`src/rtl/line_follower_pkg.sv`:
```
// Shared types and helpers for the two-sensor line-follower controller.
package line_follower_pkg;

    localparam int unsigned PATTERN_WIDTH = 2;
    localparam int unsigned RUN_WIDTH     = 8;

    typedef enum logic [1:0] {
        STOP       = 2'b00,
        FORWARD    = 2'b01,
        TURN_LEFT  = 2'b10,
        TURN_RIGHT = 2'b11
    } steerStateT;

    // Sensor patterns as {sensorLeft, sensorRight}; 1 = white, 0 = black.
    localparam logic [PATTERN_WIDTH-1:0] PAT_BOTH_WHITE  = 2'b11;
    localparam logic [PATTERN_WIDTH-1:0] PAT_LEFT_BLACK  = 2'b01;
    localparam logic [PATTERN_WIDTH-1:0] PAT_RIGHT_BLACK = 2'b10;
    localparam logic [PATTERN_WIDTH-1:0] PAT_BOTH_BLACK  = 2'b00;

    // Motor enables as {motorLeft, motorRight} for each steering state.
    function automatic logic [1:0] stateToMotors(input steerStateT s);
        logic [1:0] m;
        m = 2'b00;
        case (s)
            FORWARD:    m = 2'b11;
            TURN_LEFT:  m = 2'b01;
            TURN_RIGHT: m = 2'b10;
            default:    m = 2'b00;
        endcase
        return m;
    endfunction

endpackage

```
`src/rtl/line_follower_filter.sv`:
```
// Stability filter: accepts a sensor pattern once it has been seen on
// FILTER_CYCLES consecutive edges; the run counter saturates.
module line_follower_filter
    import line_follower_pkg::*;
#(
    parameter int unsigned FILTER_CYCLES = 1,
    parameter int unsigned WIDTH         = 2
) (
    input  logic             clk,
    input  logic             reset,
    input  logic [WIDTH-1:0] sample,
    output logic             accept,
    output logic [WIDTH-1:0] pattern
);

    localparam logic [RUN_WIDTH-1:0] RUN_MAX = RUN_WIDTH'(FILTER_CYCLES);

    logic [WIDTH-1:0]     last;
    logic [RUN_WIDTH-1:0] run;
    logic [RUN_WIDTH-1:0] runNext;

    always_comb begin
        runNext = RUN_WIDTH'(1);
        if (sample == last) begin
            runNext = (run >= RUN_MAX) ? RUN_MAX : run + RUN_WIDTH'(1);
        end
    end

    // Acceptance looks at the run value this edge will store.
    assign accept  = (runNext >= RUN_MAX);
    assign pattern = sample;

    always_ff @(posedge clk or negedge reset) begin
        if (!reset) begin
            last <= '0;
            run  <= '0;
        end else begin
            last <= sample;
            run  <= runNext;
        end
    end

endmodule

```
`src/rtl/line_follower.sv`:
```
// Line-follower steering FSM with registered motor enables.
// Optional end-of-track sticky STOP: define LINE_FOLLOWER_STOP_LATCH_EN.
module line_follower
    import line_follower_pkg::*;
#(
    parameter int unsigned FILTER_CYCLES = 1
) (
    input  logic clk,
    input  logic reset,
    input  logic sensorLeft,
    input  logic sensorRight,
    output logic motorLeft,
    output logic motorRight
);

    logic                     accept;
    logic [PATTERN_WIDTH-1:0] acceptedPattern;
    steerStateT               state;
    steerStateT               stateNext;
    logic                     frozen;
    logic [1:0]               motorsNext;

    line_follower_filter #(
        .FILTER_CYCLES (FILTER_CYCLES),
        .WIDTH         (PATTERN_WIDTH)
    ) uFilter (
        .clk     (clk),
        .reset   (reset),
        .sample  ({sensorLeft, sensorRight}),
        .accept  (accept),
        .pattern (acceptedPattern)
    );

`ifdef LINE_FOLLOWER_STOP_LATCH_EN
    logic stopLatched;
    logic stopLatchedNext;

    // Only a 00 accepted while moving latches; the reset STOP stays live.
    always_comb begin
        stopLatchedNext = stopLatched;
        if (accept && (acceptedPattern == PAT_BOTH_BLACK) && (state != STOP)) begin
            stopLatchedNext = 1'b1;
        end
    end

    always_ff @(posedge clk or negedge reset) begin
        if (!reset) begin
            stopLatched <= 1'b0;
        end else begin
            stopLatched <= stopLatchedNext;
        end
    end

    assign frozen = stopLatched;
`else
    assign frozen = 1'b0;
`endif

    always_comb begin
        stateNext = state;
        if (accept && !frozen) begin
            case (acceptedPattern)
                PAT_BOTH_WHITE:  stateNext = FORWARD;
                PAT_LEFT_BLACK:  stateNext = TURN_LEFT;
                PAT_RIGHT_BLACK: stateNext = TURN_RIGHT;
                default:         stateNext = STOP;
            endcase
        end
        motorsNext = stateToMotors(stateNext);
    end

    always_ff @(posedge clk or negedge reset) begin
        if (!reset) begin
            state      <= STOP;
            motorLeft  <= 1'b0;
            motorRight <= 1'b0;
        end else begin
            state      <= stateNext;
            motorLeft  <= motorsNext[1];
            motorRight <= motorsNext[0];
        end
    end

endmodule

```
`config.mk`:
```
export PLATFORM = sky130hd
export DESIGN_NAME = line_follower
export DESIGN_NICKNAME = d
export VERILOG_FILES = /design/src/rtl/line_follower_pkg.sv /design/src/rtl/line_follower_filter.sv /design/src/rtl/line_follower.sv
export SDC_FILE = /design/constraint.sdc
export NUM_CORES = 1
export LEC_CHECK = 0
export ABC_CLOCK_PERIOD_IN_PS = 1900
export BUFFER_PORTS_ARGS = -buffer_cell sky130_fd_sc_hd__buf_4
export CORE_AREA = 2 2 39 41
export CTS_CLUSTER_SIZE = 40
export DETAILED_ROUTE_END_ITERATION = 8
export DIE_AREA = 0 0 41 43
export GPL_TIMING_DRIVEN = 0
export SLEW_MARGIN = 20
export SYNTH_ARGS = -nofsm -noshare
export SYNTH_HDL_FRONTEND = slang
export SYNTH_HIERARCHICAL = 1
export SYNTH_SLANG_ARGS = --single-unit
```
`constraint.sdc`:
```
create_clock -name clk -period 1.9 [get_ports clk]
set_input_delay 0.285 -clock clk [delete_from_list [all_inputs] [get_ports clk]]
set_output_delay 0.285 -clock clk [all_outputs]
set_load 0.005 [all_outputs]
```
==> results.toml <==
[floorplan]
row_count = 14
die_w_um = 41
dieArea_mm2 = 0.00176
initial_utilization_pct = 40.1
core_region_area_mm2 = 0.00138
io_pins = 6
dieHeight_um = 43

[grt]
grt_start_max_net_pins = 14
track_usage_pct = 12.4
grt_overflow = 0
grt_pass1_vias = 346
grt_pass1_wl_um = 1350
antenna_found_initial = 0

[worst_setup_path]
crit_end = "motorRight"
critical_path_required_ns = 2.11
critPathMaxStageDelay_ns = 0.42
startpoint_type = "flip-flop"
timing.critical_path.buf_inv = 0
critical-path-top-delay-family = "simple AND/OR/NAND/NOR gates"
rrSetupSlack_ns = 0.19
worstPathArrival_ns = 1.91
path_depth = 6
crit_fanout = 6
worstReg2RegStart = "uFilter/run[0]"
cp-end-kind = "flip-flop"
r2r_end = "motorRight"
crit_start = "uFilter/run[0]"
rr_worst_depth = 6
crit_chain = "ha_1 -> nor4_1 -> and4b_1 -> nand3_1 -> nand2b_1 -> o221a_1"
worst_path_max_delay_cell = "dfrtp_1"
critical_path_class = "reg -> reg"

[sta]
min_period_over_period_pct = 89.8
drv_slew = 0
finalHoldViolations = 0
min_period_ns = 1.71
fin_worst_skew_ns = 0.00612
rsz0062_at_grt = "false"
fmax_ghz = 0.586
fin_tns_setup_ns = 0
setup_viol = 0
whs_ns = 0.144

[synth]
postSynthCellCount = 45
yosysWarnings = 6
ys_ff_latch = 13
avgSynthCellArea_um2 = 12.3
synth_area_um2 = 554
ys_seq_area_share_pct = 58.7
yosysTopAreaCell = "dfrtp_1"
ys_types = 17
synth_top_area_share_pct = 58.7
synth.top_cells.by_area = "dfrtp_1 59%, ha_1 11%, xor2_1 6.3%, buf_4 2.7%, inv_1 2.7%"

[layout]
instances_no_fill = 75
fin_util_pct = 47.9
drive_above_1_share_pct = 16.9
area_growth_pct = 19.6
num_antenna_cells = 0
final_common_cell = "dfrtp_1"
fill_cells = 131
finish.net_count = 69
layout_common_cells = "13 x dfrtp_1, 7 x buf_4, 5 x ha_1, 5 x conb_1"

[min_path]
hold_class = "in -> reg"

[route]
firstDrtPassIters = 2
wire_per_inst_um = 9.08
drt-total-wl_um = 681
drcViolationCount = 0
drt-vias-per-instance = 4.31
drt-initial-drc-count = 2
via_count = 323
detail-route-antenna-nets = 0

[clock_tree]
cts.path.max_buffers = 2
postCtsSetupRepairBufs = 0
clkSinkCount = 13
cts_max_level = 1
clock_latency_ns = 0.27
cts_tree = "done"
cts_made_buffers = 3
cts.repair.resized = 0
clock_tree.root_cell = "clkbuf_4"
clk_transition_reported_paths_ns = 0.08

[run]
max_cap_viol_count = 0

[pwr]
powerDensity_mw_per_mm2 = 762
p_leak_nw = 0.341
vdd_drop_max_uv = 420

[outcome]
status = "completed"

[place]
numPortBuffers = 5
dp_hpwl_um = 519
place_inst = 70
gp_congestion = 0.702
==> sequential cells by signal, summed over array words and instances, names as in the netlist <==
name / count
motorLeft: 1
uFilter/run: 8
motorRight: 1
state: 1
uFilter/last: 2
==> worst min path at each step <==
stage                    start              end  cells past startpoint
floorplan                reset        motorLeft                      0
global placement         reset   uFilter/run[5]                      1
detailed placement       reset   uFilter/run[4]                      1
CTS                 sensorLeft  uFilter/last[1]                      1
global route        sensorLeft  uFilter/last[1]                      1
finish              sensorLeft  uFilter/last[1]                      1
==> report_power, final <==
group | switching [mW] | total [mW] | internal, mW
combinational | 0.0217 | 0.0472 | 0.0255
sequential | 0.00574 | 0.296 | 0.291
clock | 0.0805 | 0.162 | 0.0811
total | 0.108 | 0.505 | 0.397
==> per-layer routing <==
layer / up-vias / share of wire [%] / global-route usage (%)
li1: 171 / - / -
met1: 147 / 42 / 14.0
met2: 3 / 53 / 17.5
met3: 2 / 2.6 / 3.14
met4: 0 / 2.5 / 12.0
met5: - / 0 / 0
==> cell usage after synthesis <==
library cell,number
a21oi_1,1
and3_1,2
and4b_1,1
buf_4,2
conb_1,1
dfrtp_1,13
ha_1,5
inv_1,4
nand2b_1,1
nand3_1,2
nand4bb_1,1
nor2_1,4
nor3_1,1
nor4_1,1
o21ai_0,1
o221a_1,1
xor2_1,4
==> cells by family after synthesis <==
logic type | Yosys count | synth area share, %
XOR/XNOR | 4 | 6.32
buffers and inverters | 6 | 5.42
AO/OA/AOI/OAI | 3 | 3.84
adder cells (fa/ha/maj) | 5 | 11.3
other | 1 | 0.677
flip-flops | 13 | 58.7
AND/OR/NAND/NOR | 13 | 13.8
==> metrics by stage <==
step / area (um2) / setup slack (ns) / power, mW
after floorplan: 569 / 0.378 / 0.326
after global placement: 627 / 0.180 / 0.347
after detailed placement: 627 / 0.177 / 0.349
after CTS: 663 / 0.162 / 0.517
after global routing: 663 / 0.0114 / 0.538
final: 663 / 0.194 / 0.505
==> area by class of cell <==
type / instances / area [um2] / share of cell area (%)
Buffer: 2 / 15.0 / 2.26
Inverter: 4 / 15.0 / 2.26
Sequential cell: 13 / 325 / 49.1
Timing Repair Buffer: 6 / 47.5 / 7.17
Clock buffer: 4 / 26.3 / 3.96
Multi-Input combinational cell: 30 / 214 / 32.3
Tap cell: 16 / 20.0 / 3.02
==> timing repair <==
action / CTS / global route
hold buffers: 1 / 0
endpoints found under the setup margin: 0 / 0
endpoints found under the hold margin: 13 / 0
Power figures use the tool's default switching activity.
